[src/rtl/decode_operand_stage.sv]
// decode_operand_stage
//   Decode stage sitting in front of a register file that has a one-cycle
//   registered read. It accepts an instruction and its PC, drives the RF read
//   addresses, and decodes the immediate and control fields. On the following
//   cycle it combines the RF read data with writeback bypass and x0 zeroing.
//   The resulting operand bundle goes to execute over a valid/ready handshake.
//
// Ports
//   clk, reset                  clock, asynchronous active-high reset
//   in_valid/in_ready           fetch handshake
//   in_instr, in_pc             instruction word and its PC
//   rf_rs1_addr/rf_rs2_addr     register file read addresses
//   rf_rs1_data/rf_rs2_data     register file read data (one cycle after addr)
//   wb_en, wb_rd, wb_data       writeback port (same write the RF sees)
//   out_valid/out_ready         execute handshake
//   out_pc .. out_illegal       decoded operand bundle
module decode_operand_stage #(
  parameter int XLEN = 32
) (
  input  logic            clk,
  input  logic            reset,
  input  logic            in_valid,
  output logic            in_ready,
  input  logic [31:0]     in_instr,
  input  logic [XLEN-1:0] in_pc,
  output logic [4:0]      rf_rs1_addr,
  output logic [4:0]      rf_rs2_addr,
  input  logic [XLEN-1:0] rf_rs1_data,
  input  logic [XLEN-1:0] rf_rs2_data,
  input  logic            wb_en,
  input  logic [4:0]      wb_rd,
  input  logic [XLEN-1:0] wb_data,
  output logic            out_valid,
  input  logic            out_ready,
  output logic [XLEN-1:0] out_pc,
  output logic [XLEN-1:0] out_rs1_val,
  output logic [XLEN-1:0] out_rs2_val,
  output logic [XLEN-1:0] out_imm,
  output logic [4:0]      out_rd,
  output logic [6:0]      out_opcode,
  output logic [2:0]      out_funct3,
  output logic            out_funct7b5,
  output logic            out_illegal
);

  localparam logic [1:0] ST_EMPTY = 2'd0;  // no bundle
  localparam logic [1:0] ST_READ  = 2'd1;  // RF data arriving this cycle
  localparam logic [1:0] ST_HOLD  = 2'd2;  // stalled, operands in hold regs

  logic [1:0]      state_q, state_d;
  logic            accept;

  logic [XLEN-1:0] pc_q, imm_q;
  logic [4:0]      rd_q;
  logic [6:0]      opcode_q;
  logic [2:0]      funct3_q;
  logic            funct7b5_q, illegal_q;

  logic [31:0]     imm32_d;
  logic            illegal_d;

  // Per-source views, index 0 = rs1, index 1 = rs2.
  logic [1:0][4:0]      src_addr_in;
  logic [1:0][4:0]      src_addr_rf;
  logic [1:0][XLEN-1:0] src_rf_data;
  logic [1:0][XLEN-1:0] src_val;

  assign in_ready  = (state_q == ST_EMPTY) | out_ready;
  assign accept    = in_valid & in_ready;
  assign out_valid = (state_q != ST_EMPTY);

  assign src_addr_in[0] = in_instr[19:15];
  assign src_addr_in[1] = in_instr[24:20];
  assign src_rf_data[0] = rf_rs1_data;
  assign src_rf_data[1] = rf_rs2_data;

  assign rf_rs1_addr = src_addr_rf[0];
  assign rf_rs2_addr = src_addr_rf[1];
  assign out_rs1_val = src_val[0];
  assign out_rs2_val = src_val[1];

  assign out_pc       = pc_q;
  assign out_imm      = imm_q;
  assign out_rd       = rd_q;
  assign out_opcode   = opcode_q;
  assign out_funct3   = funct3_q;
  assign out_funct7b5 = funct7b5_q;
  assign out_illegal  = illegal_q;

  // Immediate decode happens at accept time. All fields are then registered,
  // so they stay put for the whole time the bundle waits.
  always_comb begin
    imm32_d   = '0;
    illegal_d = 1'b0;
    case (in_instr[6:0])
      7'b0000011, 7'b0010011, 7'b1100111:
        imm32_d = {{20{in_instr[31]}}, in_instr[31:20]};
      7'b0100011:
        imm32_d = {{20{in_instr[31]}}, in_instr[31:25], in_instr[11:7]};
      7'b1100011:
        imm32_d = {{19{in_instr[31]}}, in_instr[31], in_instr[7],
                   in_instr[30:25], in_instr[11:8], 1'b0};
      7'b0110111, 7'b0010111:
        imm32_d = {in_instr[31:12], 12'b0};
      7'b1101111:
        imm32_d = {{11{in_instr[31]}}, in_instr[31], in_instr[19:12],
                   in_instr[20], in_instr[30:21], 1'b0};
      7'b0110011:
        imm32_d = '0;
      default:
        illegal_d = 1'b1;
    endcase
  end

  always_comb begin
    state_d = state_q;
    case (state_q)
      ST_EMPTY: state_d = accept ? ST_READ : ST_EMPTY;
      ST_READ, ST_HOLD: begin
        if (out_ready) state_d = accept ? ST_READ : ST_EMPTY;
        else           state_d = ST_HOLD;
      end
      default: state_d = ST_EMPTY;
    endcase
  end

  always_ff @(posedge clk or posedge reset) begin
    if (reset) begin
      state_q    <= ST_EMPTY;
      pc_q       <= '0;
      imm_q      <= '0;
      rd_q       <= '0;
      opcode_q   <= '0;
      funct3_q   <= '0;
      funct7b5_q <= 1'b0;
      illegal_q  <= 1'b0;
    end else begin
      state_q <= state_d;
      if (accept) begin
        pc_q       <= in_pc;
        imm_q      <= XLEN'($signed(imm32_d));
        rd_q       <= in_instr[11:7];
        opcode_q   <= in_instr[6:0];
        funct3_q   <= in_instr[14:12];
        funct7b5_q <= in_instr[30];
        illegal_q  <= illegal_d;
      end
    end
  end

  generate
    for (genvar gi = 0; gi < 2; gi++) begin : g_src
      logic [4:0]      rs_q;
      logic            rec_hit_q;   // writeback hit this source in accept cycle
      logic [XLEN-1:0] rec_data_q;
      logic [XLEN-1:0] hold_q;
      logic            live_hit;
      logic [XLEN-1:0] resolved;

      assign live_hit = wb_en & (wb_rd == rs_q);

      // The RF read issued in the accept cycle misses a write made in that
      // same cycle. The recorded hit covers that case. A live writeback
      // always wins because it is the newest value.
      always_comb begin
        resolved = hold_q;
        if (rs_q == 5'd0)
          resolved = '0;
        else if (live_hit)
          resolved = wb_data;
        else if (state_q == ST_READ)
          resolved = rec_hit_q ? rec_data_q : src_rf_data[gi];
      end

      always_ff @(posedge clk or posedge reset) begin
        if (reset) begin
          rs_q       <= '0;
          rec_hit_q  <= 1'b0;
          rec_data_q <= '0;
          hold_q     <= '0;
        end else begin
          if (accept) begin
            rs_q       <= src_addr_in[gi];
            rec_hit_q  <= wb_en & (wb_rd == src_addr_in[gi]) & (src_addr_in[gi] != 5'd0);
            rec_data_q <= wb_data;
          end
          // Tracking the resolved value every valid cycle covers two cases:
          // it is the stall copy in HOLD, and the retained value once EMPTY.
          if (state_q != ST_EMPTY)
            hold_q <= resolved;
        end
      end

      assign src_addr_rf[gi] = accept ? src_addr_in[gi] : rs_q;
      assign src_val[gi]     = (state_q == ST_EMPTY) ? hold_q : resolved;
    end
  endgenerate

endmodule

[config.mk]
export PLATFORM = sky130hd
export DESIGN_NAME = decode_operand_stage
export DESIGN_NICKNAME = d
export VERILOG_FILES = /design/src/rtl/decode_operand_stage.sv
export SDC_FILE = /design/constraint.sdc
export NUM_CORES = 1
export LEC_CHECK = 0
export ABC_CLOCK_PERIOD_IN_PS = 5600
export BUFFER_PORTS_ARGS = -buffer_cell sky130_fd_sc_hd__buf_2
export CORE_MARGIN = 2
export CORE_UTILIZATION = 47
export CTS_CLUSTER_SIZE = 25
export DETAILED_ROUTE_END_ITERATION = 6
export GPL_ROUTABILITY_DRIVEN = 1
export PLACE_DENSITY = 0.77
export SLEW_MARGIN = 20
export SYNTH_ARGS = -nofsm -noshare
export SYNTH_HDL_FRONTEND = slang
export SYNTH_SLANG_ARGS = --single-unit
[constraint.sdc]
create_clock -name clk -period 5.6 [get_ports clk]
set_input_delay 0.84 -clock clk [delete_from_list [all_inputs] [get_ports clk]]
set_output_delay 0.84 -clock clk [all_outputs]
set_load 0.005 [all_outputs]
==> impl_results.md <==
* Outcome: complete, no violations
* Pwr/cell area at 519 nW/um^2
* Final setup margin at 1.62 ns
* Sequential element share of the synthesized area at 0.462
* CTS Buf Count at 17
* CTS tree: built
* IO Count at 327
* Crit path capture: out_rs1_val[5]
* Port buffer count at 326
* Wire per inst at 19.7 um
* Initial Util at 0.477
* Detail Placement HPWL at 21.6 mm
* Critical-path top delay cell: nand2_2
* Combinational power share at 0.463
* Initial antenna violation count at 2
* Site row count at 54
* Cell variety after synth at 52
* Crit share post-route at 0.711
* DR pass1 iterations at 5
* Setup crit start kind: register
* P_int at 3.80 mW
* Max_cap viols at 0
* Vias in the first global route at 9837
* Vias at 9617
* Required @ worst endpoint at 4.76 ns
* Net Sw Frac at 0.421
* Die width at 152 um
* Reg2Reg Setup Slack at 2.34 ns
* Clk root buf: clkbuf_16
* Hold_buf cts at 0
* Min cycle time layout at 3.98 ns
* Final Skew at 0.0117 ns
* Post-layout util at 0.582
* Final WL at 33.1 mm
* Syn Inst Count at 1127
* CTS Buffer Depth at 2
* Post-Syn Area at 10300 um^2
* Most used DFF post-synth: dfrtp_1
* Post-synth EDFFs at 0
* Critical Path Most Common Cell: inv_1
* Worst Setup Path Type: reg -> out
* CP Depth at 6
* Warnings from Yosys at 0
* Fillers at 1879
* First-pass GRT wire length at 52.9 mm
* Setup crit end kind: output port
* Overflow after GRT at 0
* Final Hold Fails at 0
* Starting DRT DRC Count at 680
* WP data arrival at 3.14 ns
* Total global-route track usage at 0.284
* Critical path buffers and inverters at 3
* Reg power frac at 0.326
* Hold_sp: out_imm[9]$_DFFE_PP0N_
* Synth Register Bits at 191
* Mean Syn Cell Area at 9.18 um^2
* VDD IR-drop max at 0.000430 V
* Sum of negative setup slack at 0 ns
* CP delay by family, top: simple AND/OR/NAND/NOR gates
* Clock sinks at 191
* Reg-to-Reg End: out_imm[11]$_DFFE_PP0N_
* Number of nets in the layout at 1560
* Vias per cell at 5.72
* Worst-path cell chain: inv_1 > ha_2 > inv_1 > nand2_2 > o311ai_1 > buf_2
* RePlAce Congestion at 0.846
* Core Footprint at 21700 um^2
* Clock transition at path regs at 0.08 ns
* Final setup vio count at 0
* Beginning of the critical path: state_q[1]$_DFF_PP0_
* DRC violations left at 0
* Worst slew pin tran at 1.13 ns
* Pin count of the biggest net entering global routing at 192
* Ys async rst share at 1.00
* RSZ-0062 raised after global routing: false
* Hold Crit Class: reg -> reg
* Post-cts repair resize count at 0
* Clk pwr share at 0.211
* Chip Height at 152 um
* Die Area at 23200 um^2
* Slew HR at 0.245
* Place WS at 1.91 ns
* Worst reg2reg path depth at 7
* Share of layout cells above drive strength 1 at 0.324
* Worst skew pair latency at 0.43 ns
* CP peak stage delay at 0.86 ns
* Fmax at 0.251 GHz
* Postcts setup bufs at 0
* Crit path max fanout at 32
* Antenna-violating nets left at 0
* H-tree depth at 4
* Switching pwr at 2.76 mW
* Reg-to-Reg Start: state_q[1]$_DFF_PP0_
* Net Count, Synth at 1300
* Leakage at 6.02 nW
* Final max-slew violation count at 0
* P&R area growth vs syn at 22.1%
-- power groups by stage --
stage,clock network [mW],registers (mW),logic [mW]
after floorplan,0,2.09,1.93
after global placement,0,2.14,2.96
after detailed placement,0,2.14,3.04
after CTS,1.39,2.13,3.04
after global routing,1.46,2.20,3.34
final,1.38,2.14,3.03
-- how the worst min path moves through the flow --
stage	to	depth (start not counted)
CTS	out_imm[9]$_DFFE_PP0N_	2
finish	out_imm[9]$_DFFE_PP0N_	2
floorplan	out_imm[5]$_DFFE_PP0N_	2
global route	out_pc[26]$_DFFE_PP0N_	2
detailed placement	out_pc[23]$_DFFE_PP0N_	2
global placement	out_imm[9]$_DFFE_PP0N_	2
-- flip-flops by register name (all words and copies together) (netlist names) --
register / count
out_opcode: 7
out_rd: 5
out_illegal: 1
out_funct7b5: 1
out_pc: 32
state_q: 2
g_src.rs_q: 10
out_funct3: 3
g_src.hold_q: 64
out_imm: 32
g_src.rec_data_q: 32
g_src.rec_hit_q: 2
-- routing by layer --
layer,vias to the layer above,global-route usage,part of all wire
met5,-,0,0
met4,0,0.118,0.035
met3,88,0.0711,0.085
met2,477,0.474,0.48
met1,4614,0.352,0.40
li1,4438,-,-
-- metrics by stage --
step	hold WS, ns	instance area, um^2	instances	power [mW]
finish	0.471	12600	1682	6.56
global route	0.498	12600	1682	7.00
CTS	0.475	12600	1679	6.57
detailed placement	0.457	11900	1647	5.18
global placement	0.446	11900	1647	5.10
floorplan	0.463	10300	1127	4.02
-- layout by cell type, fill, tap and decap left out, types with 2 or more instances in the layout --
cell type | Yosys | routed
nand2_1 | 429 | 427
buf_2 | 31 | 326
dfrtp_1 | 191 | 189
o21ai_0 | 66 | 66
mux2i_1 | 64 | 64
nand4_1 | 64 | 64
o311ai_2 | 60 | 60
nand3_1 | 33 | 33
o21ai_1 | 19 | 19
clkbuf_16 | 0 | 17
xor2_1 | 14 | 14
nor2_1 | 11 | 11
buf_4 | 6 | 9
a211oi_1 | 8 | 8
inv_1 | 7 | 6
nor3_1 | 6 | 6
inv_6 | 0 | 5
nor4_1 | 4 | 4
xnor2_1 | 4 | 4
a22oi_1 | 4 | 4
o311ai_1 | 4 | 4
bufinv_16 | 0 | 4
and2_4 | 2 | 3
nand2b_1 | 3 | 3
a21oi_1 | 5 | 3
o31ai_1 | 3 | 3
diode_2 | 0 | 2
nand2_2 | 1 | 2
nor4_4 | 2 | 2
and2_1 | 3 | 2
a21oi_4 | 0 | 2
nor3_4 | 2 | 2
nor3b_1 | 2 | 2
clkinv_8 | 0 | 2
dfrtp_4 | 0 | 2
-- cells by family after synthesis --
family	Yosys count	share of synthesized area
and+or+nand+nor	568	0.240
muxes	65	0.0630
buffers and inverters	103	0.0543
xor gates and xnor gates	18	0.0152
adders and majority gates	3	0.00363
AOI/OAI and AO/OA	179	0.162
DFF	191	0.462
-- final cells by class --
class                   instances  area [um^2]  area share
multi-input cells             833         5050       0.400
diodes                          2         5.00    0.000396
well taps                     280          350      0.0277
inverters                       7         30.0     0.00238
clock buffers                  18          439      0.0348
flip-flops and latches        191         4790       0.379
clock inverters                14          221      0.0175
repair buffers                337         1750       0.138
-- synth_stat cells, types with 5 or more instances --
| cell type | n | share of area |
|---|---|---|
| o311ai_2 | 60 | 0.094 |
| inv_1 | 7 | 0.0025 |
| nand4_1 | 64 | 0.039 |
| nor3_1 | 6 | 0.0029 |
| buf_4 | 6 | 0.0044 |
| dlygate4sd1_1 | 6 | 0.0051 |
| buf_2 | 31 | 0.015 |
| dfrtp_1 | 191 | 0.46 |
| nor2_1 | 11 | 0.0040 |
| nand2_1 | 429 | 0.16 |
| o21ai_0 | 66 | 0.032 |
| buf_1 | 6 | 0.0022 |
| a211oi_1 | 8 | 0.0058 |
| a21oi_1 | 5 | 0.0024 |
| nand3_1 | 33 | 0.016 |
| buf_8 | 6 | 0.0087 |
| xor2_1 | 14 | 0.012 |
| mux2i_1 | 64 | 0.062 |
| o21ai_1 | 19 | 0.0092 |
| clkbuf_1 | 38 | 0.014 |
-- worst min-delay path: stages (launching register included) --
cell     delay [ns]
dfrtp_1        0.34
nand2_1        0.05
nand2_1        0.05
(Power assumes the default switching activity.)
